[config.mk]
export PLATFORM = sky130hd
export DESIGN_NAME = pipe_adder
export DESIGN_NICKNAME = d
export VERILOG_FILES = /design/src/rtl/pipe_adder_pkg.sv /design/src/rtl/pipe_adder_add_core.sv /design/src/rtl/pipe_adder.sv
export SDC_FILE = /design/constraint.sdc
export NUM_CORES = 1
export LEC_CHECK = 0
export CAP_MARGIN = 10
export CORE_ASPECT_RATIO = 1.4
export CORE_MARGIN = 2
export CORE_UTILIZATION = 40
export DETAILED_ROUTE_END_ITERATION = 10
export PLACE_DENSITY_LB_ADDON = 0.2
export REMOVE_ABC_BUFFERS = 1
export SYNTH_ARGS = -nofsm -noshare
export SYNTH_HDL_FRONTEND = slang
export SYNTH_SLANG_ARGS = --single-unit
export TNS_END_PERCENT = 100
[constraint.sdc]
create_clock -name clk -period 3.5 [get_ports clk]
set_input_delay 0.35 -clock clk [delete_from_list [all_inputs] [get_ports clk]]
set_output_delay 0.35 -clock clk [all_outputs]
set_load 0.05 [all_outputs]
[src/rtl/pipe_adder_pkg.sv]
// Shared opcode encoding for the pipelined adder and its arithmetic core.
package pipe_adder_pkg;

  localparam int unsigned OP_W = 2;

  typedef enum logic [OP_W-1:0] {
    OP_ADD = 2'b00,
    OP_SUB = 2'b01,
    OP_ACC = 2'b10,
    OP_CLR = 2'b11
  } op_e;

endpackage

[src/rtl/pipe_adder_add_core.sv]
// Combinational add/subtract with carry/borrow, signed overflow and optional
// unsigned saturation. Flags always describe the unsaturated result.
module add_core #(
  parameter int unsigned WIDTH  = 8,
  parameter bit          SAT_EN = 1'b0
) (
  input  logic [WIDTH-1:0] x,
  input  logic [WIDTH-1:0] y,
  input  logic             sub,
  output logic [WIDTH-1:0] res,
  output logic             carry,
  output logic             overflow
);

  logic [WIDTH:0] raw;

  always_comb begin
    // Top bit of the (WIDTH+1)-bit difference is the unsigned borrow.
    raw      = sub ? ({1'b0, x} - {1'b0, y}) : ({1'b0, x} + {1'b0, y});
    carry    = raw[WIDTH];
    overflow = (sub ? (x[WIDTH-1] != y[WIDTH-1]) : (x[WIDTH-1] == y[WIDTH-1]))
               && (raw[WIDTH-1] != x[WIDTH-1]);
    res      = raw[WIDTH-1:0];
    if (SAT_EN && carry) res = sub ? '0 : '1;
  end

endmodule

[src/rtl/pipe_adder.sv]
// Two-stage valid/ready adder: stage 1 captures operands, stage 2 computes
// against the accumulator and holds the result until the consumer takes it.
module pipe_adder
  import pipe_adder_pkg::*;
#(
  parameter int unsigned WIDTH  = 8,
  parameter bit          SAT_EN = 1'b0
) (
  input  logic             clk,
  input  logic             rstn,
  input  logic             in_valid,
  output logic             in_ready,
  input  logic [WIDTH-1:0] a,
  input  logic [WIDTH-1:0] b,
  input  logic [OP_W-1:0]  op,
  output logic             out_valid,
  input  logic             out_ready,
  output logic [WIDTH-1:0] sum,
  output logic             carry,
  output logic             overflow
);

  typedef struct packed {
    logic [WIDTH-1:0] a;
    logic [WIDTH-1:0] b;
    op_e              op;
  } s1_t;

  s1_t              s1_q;
  logic             s1_valid;
  logic             s2_valid;
  logic [WIDTH-1:0] acc_q;

  logic             s1_adv;
  logic             s2_load;
  logic             in_fire;

  logic [WIDTH-1:0] core_x;
  logic [WIDTH-1:0] core_y;
  logic             core_sub;
  logic [WIDTH-1:0] core_res;
  logic             core_c;
  logic             core_o;

  logic [WIDTH-1:0] res_d;
  logic             carry_d;
  logic             ovf_d;

  // in_ready is forced low while reset is held, not just after the flops clear.
  always_comb begin
    s1_adv   = !s2_valid || out_ready;
    in_ready = !rstn && (!s1_valid || s1_adv);
    in_fire  = in_valid && in_ready;
    s2_load  = s1_valid && s1_adv;
  end

  always_comb begin
    core_x   = (s1_q.op == OP_ACC) ? acc_q : s1_q.a;
    core_y   = (s1_q.op == OP_ACC) ? s1_q.a : s1_q.b;
    core_sub = (s1_q.op == OP_SUB);
    res_d    = core_res;
    carry_d  = core_c;
    ovf_d    = core_o;
    if (s1_q.op == OP_CLR) begin
      res_d   = '0;
      carry_d = 1'b0;
      ovf_d   = 1'b0;
    end
  end

  add_core #(
    .WIDTH  (WIDTH),
    .SAT_EN (SAT_EN)
  ) u_core (
    .x        (core_x),
    .y        (core_y),
    .sub      (core_sub),
    .res      (core_res),
    .carry    (core_c),
    .overflow (core_o)
  );

  always_ff @(posedge clk or posedge rstn) begin
    if (rstn) begin
      s1_valid <= 1'b0;
      s1_q     <= '0;
    end else if (in_fire) begin
      s1_valid <= 1'b1;
      s1_q     <= '{a: a, b: b, op: op_e'(op)};
    end else if (s1_adv) begin
      s1_valid <= 1'b0;
    end
  end

  // acc updates in the same edge the transaction enters stage 2, so a
  // following ACC already in stage 1 sees the new value without a bubble.
  always_ff @(posedge clk or posedge rstn) begin
    if (rstn) begin
      s2_valid <= 1'b0;
      sum      <= '0;
      carry    <= 1'b0;
      overflow <= 1'b0;
      acc_q    <= '0;
    end else if (s2_load) begin
      s2_valid <= 1'b1;
      sum      <= res_d;
      carry    <= carry_d;
      overflow <= ovf_d;
      if (s1_q.op == OP_ACC) acc_q <= res_d;
      else if (s1_q.op == OP_CLR) acc_q <= '0;
    end else if (out_ready) begin
      s2_valid <= 1'b0;
    end
  end

  assign out_valid = s2_valid;

endmodule

==> qor.yml <==
power_per_cell_area_mw_per_mm2: 742
hp-class: "flop to flop"
grt_pass1_vias: 1788
n_fill_cell: 580
synth_flop_cell: "dfrtp_1"
drtIter0Drc: 73
worst_pin_slew_ps: 763
busiest_layer: "met2"
relSlewSlack: 0.490
via_per_inst: 5.29
critPathArrivalTime_ps: 3310
synth_cell_types: 49
use_met3: 0.0286
cts_buffers: 5
layout-area-overhead-vs-synth_pct: 22.7
synth-edff-count: 0
fin_crit_ps: 3080
p_int_mw: 1.23
multi_input_area_mm2: 0.00134
synth_adder_area_share: 0.0689
rsz0062_at_grt: "false"
antenna_found_initial: 0
seq_power_share: 0.309
fmax_ghz: 0.325
final_antenna_net_count: 0
synth.area.mux_share: 0.156
synthArstFlopShare: 1.00
register_area_um2: 951
io_pins: 34
die_x_um: 68.9
fin_skew_ps: 5.03
synthSimpleGateAreaFrac: 0.138
grt_pass1_wl_mm: 8.45
synth_top_family_by_area: "compound AO/OA/AOI/OAI gates"
post_cts_buffers: 0
use_met1: 0.219
finalCritPeriodShare: 0.879
vias: 1857
synth.yosys.seq_area_share: 0.403
drv_cap: 0
core_area_mm2: 0.00578
grt_max_degree: 21
initial_core_util: 0.408
drt-wirelength-per-cell_um: 13.9
antennaDiodeCount: 0
p_sw_mw: 0.922
power_mw: 2.15
place_hpwl_mm: 3.83
clkPwrFrac: 0.145
final_common_cell: "nand2_1"
cts_sinks: 38
cts_root_buffer: "clkbuf_8"
drc_errors: 0
syn_area_mm2: 0.00236
dpl-instance-area_mm2: 0.00281
overflow: 0
clkLatencyLatePin_ps: 290
ys_seq_elements: 38
postSynthCellCount: 239
clock_path_buffers: 2
hold_violations: 0
final_nets: 311
gp_congestion: 0.795
post-place-ws_ps: 425
layout_common_cells: "39 x nand2_1, 38 x dfrtp_1, 33 x clkdlybuf4s50_1"
yosys_warnings: 0
fin_ws_ps: 424
postLayoutCellArea_mm2: 0.00290
setup_viol: 0
power_leakage_nw: 1.30
use_met2: 0.288
final_layout_size_suffix_gt1_frac: 0.0890
grt.total_usage: 0.172
endpoint_kind: "flop"
p_sw_frac: 0.429
port_buffers: 33
path_max_fanout: 8
synth.avg_cell_area_um2: 9.88
drt_pass1_iterations: 4
utilization: 0.501
synth_xor_area_frac: 0.0371
cts_tree: "built"
die_y_um: 94.9
h-tree-depth: 2
critPathKind: "flop to flop"
irDropWorstVdd_mv: 0.299
combPwrFrac: 0.547
synth_area_leader_cell: "dfrtp_1"
finalSetupTns_ps: 0
cts_resized: 0
drv_slew: 0
rows: 33
yosysTopAreaCellShare: 0.403
drt_wl_total_mm: 4.88
cts_hold_buffers: 0
die-area_mm2: 0.00654
status: "completed"
cp-start-kind: "flop"
synth_compound_area_frac: 0.167
clk_pin_slew_ps: 70
synth.top_cells.by_area: "dfrtp_1 40%, mux2_1 8.6%, nand2_1 6.2%"
cp.required_ps: 3730
-- logic make-up after synthesis --
group,after synthesis
compound gates,56
xor+xnor,10
fa+ha+maj,13
buf+inv,16
flops,38
mux,33
simple gates,73
-- final cells by class --
class,count,area share
clock buffer,7,0.0298
clock inverter,1,0.00173
inverter,8,0.0104
multi-input combinational,185,0.462
sequential,38,0.328
tap,70,0.0302
timing repair buffer,42,0.137
-- routing by layer --
| layer | up-vias | share of wire |
|---|---|---|
| met1 | 873 | 0.46 |
| met2 | 35 | 0.49 |
| li1 | 940 | - |
| met3 | 9 | 0.025 |
| met5 | - | 0 |
| met4 | 0 | 0.020 |
-- sequential cells by signal, summed over array words and instances (netlist names) --
register	cells
s1_q	18
overflow	1
acc_q	8
sum	8
out_valid	1
s1_valid	1
carry	1
-- Yosys cell counts (all sizes together), types with 2 or more instances --
master  instances
mux2i          15
mux2           18
dfrtp          38
o31ai           3
clkbuf          4
nor2           20
inv             7
a22oi           2
xnor2           5
a22o           12
buf             4
a21oi          13
ha              8
maj3            4
a31oi           3
xor2            5
o21ai          10
nand2b          5
nor3            3
o211ai          2
nand2          39
a21o            2
-- metrics by stage --
stage / hold slack [ps] / std cells
global placement: 470 / 343
finish: 493 / 351
floorplan: 448 / 231
detailed placement: 474 / 343
CTS: 497 / 351
global route: 527 / 351
-- power by group through the flow --
| stage | clock network, mW | logic, mW | registers, mW |
|---|---|---|---|
| 4_1_cts | 0.323 | 1.18 | 0.666 |
| 5_1_grt | 0.341 | 1.30 | 0.684 |
| 3_3_place_gp | 0 | 1.17 | 0.669 |
| 2_1_floorplan | 0 | 0.699 | 0.844 |
| 3_5_place_dp | 0 | 1.18 | 0.671 |
| 6_report | 0.311 | 1.18 | 0.664 |
-- worst paths after layout --
kind / end / startpoint / cells after the start / slack, ps
min in group asynchronous: s1_q[11] / rstn / 2 / 500
worst max register to register: overflow / s1_q[1] / 11 / 420
worst min-delay path: acc_q[0] / acc_q[0] / 2 / 490
worst min register to register: acc_q[0] / acc_q[0] / 2 / 490
max in group asynchronous: sum[7] / rstn / 3 / 2280
worst max-delay path: overflow / s1_q[1] / 11 / 420
-- worst max-delay path: stages, from the launching register on --
cell and delay, ps:
dfrtp_1 390, nand2b_1 150, mux2i_4 420, nor2_2 120, maj3_2 310, a21oi_1 160, ha_1 290, a21oi_1 160
clkinv_1 130, o31a_1 300, a2111oi_0 420, a221o_1 160
Note: power is estimated with default switching activity, not from simulation.
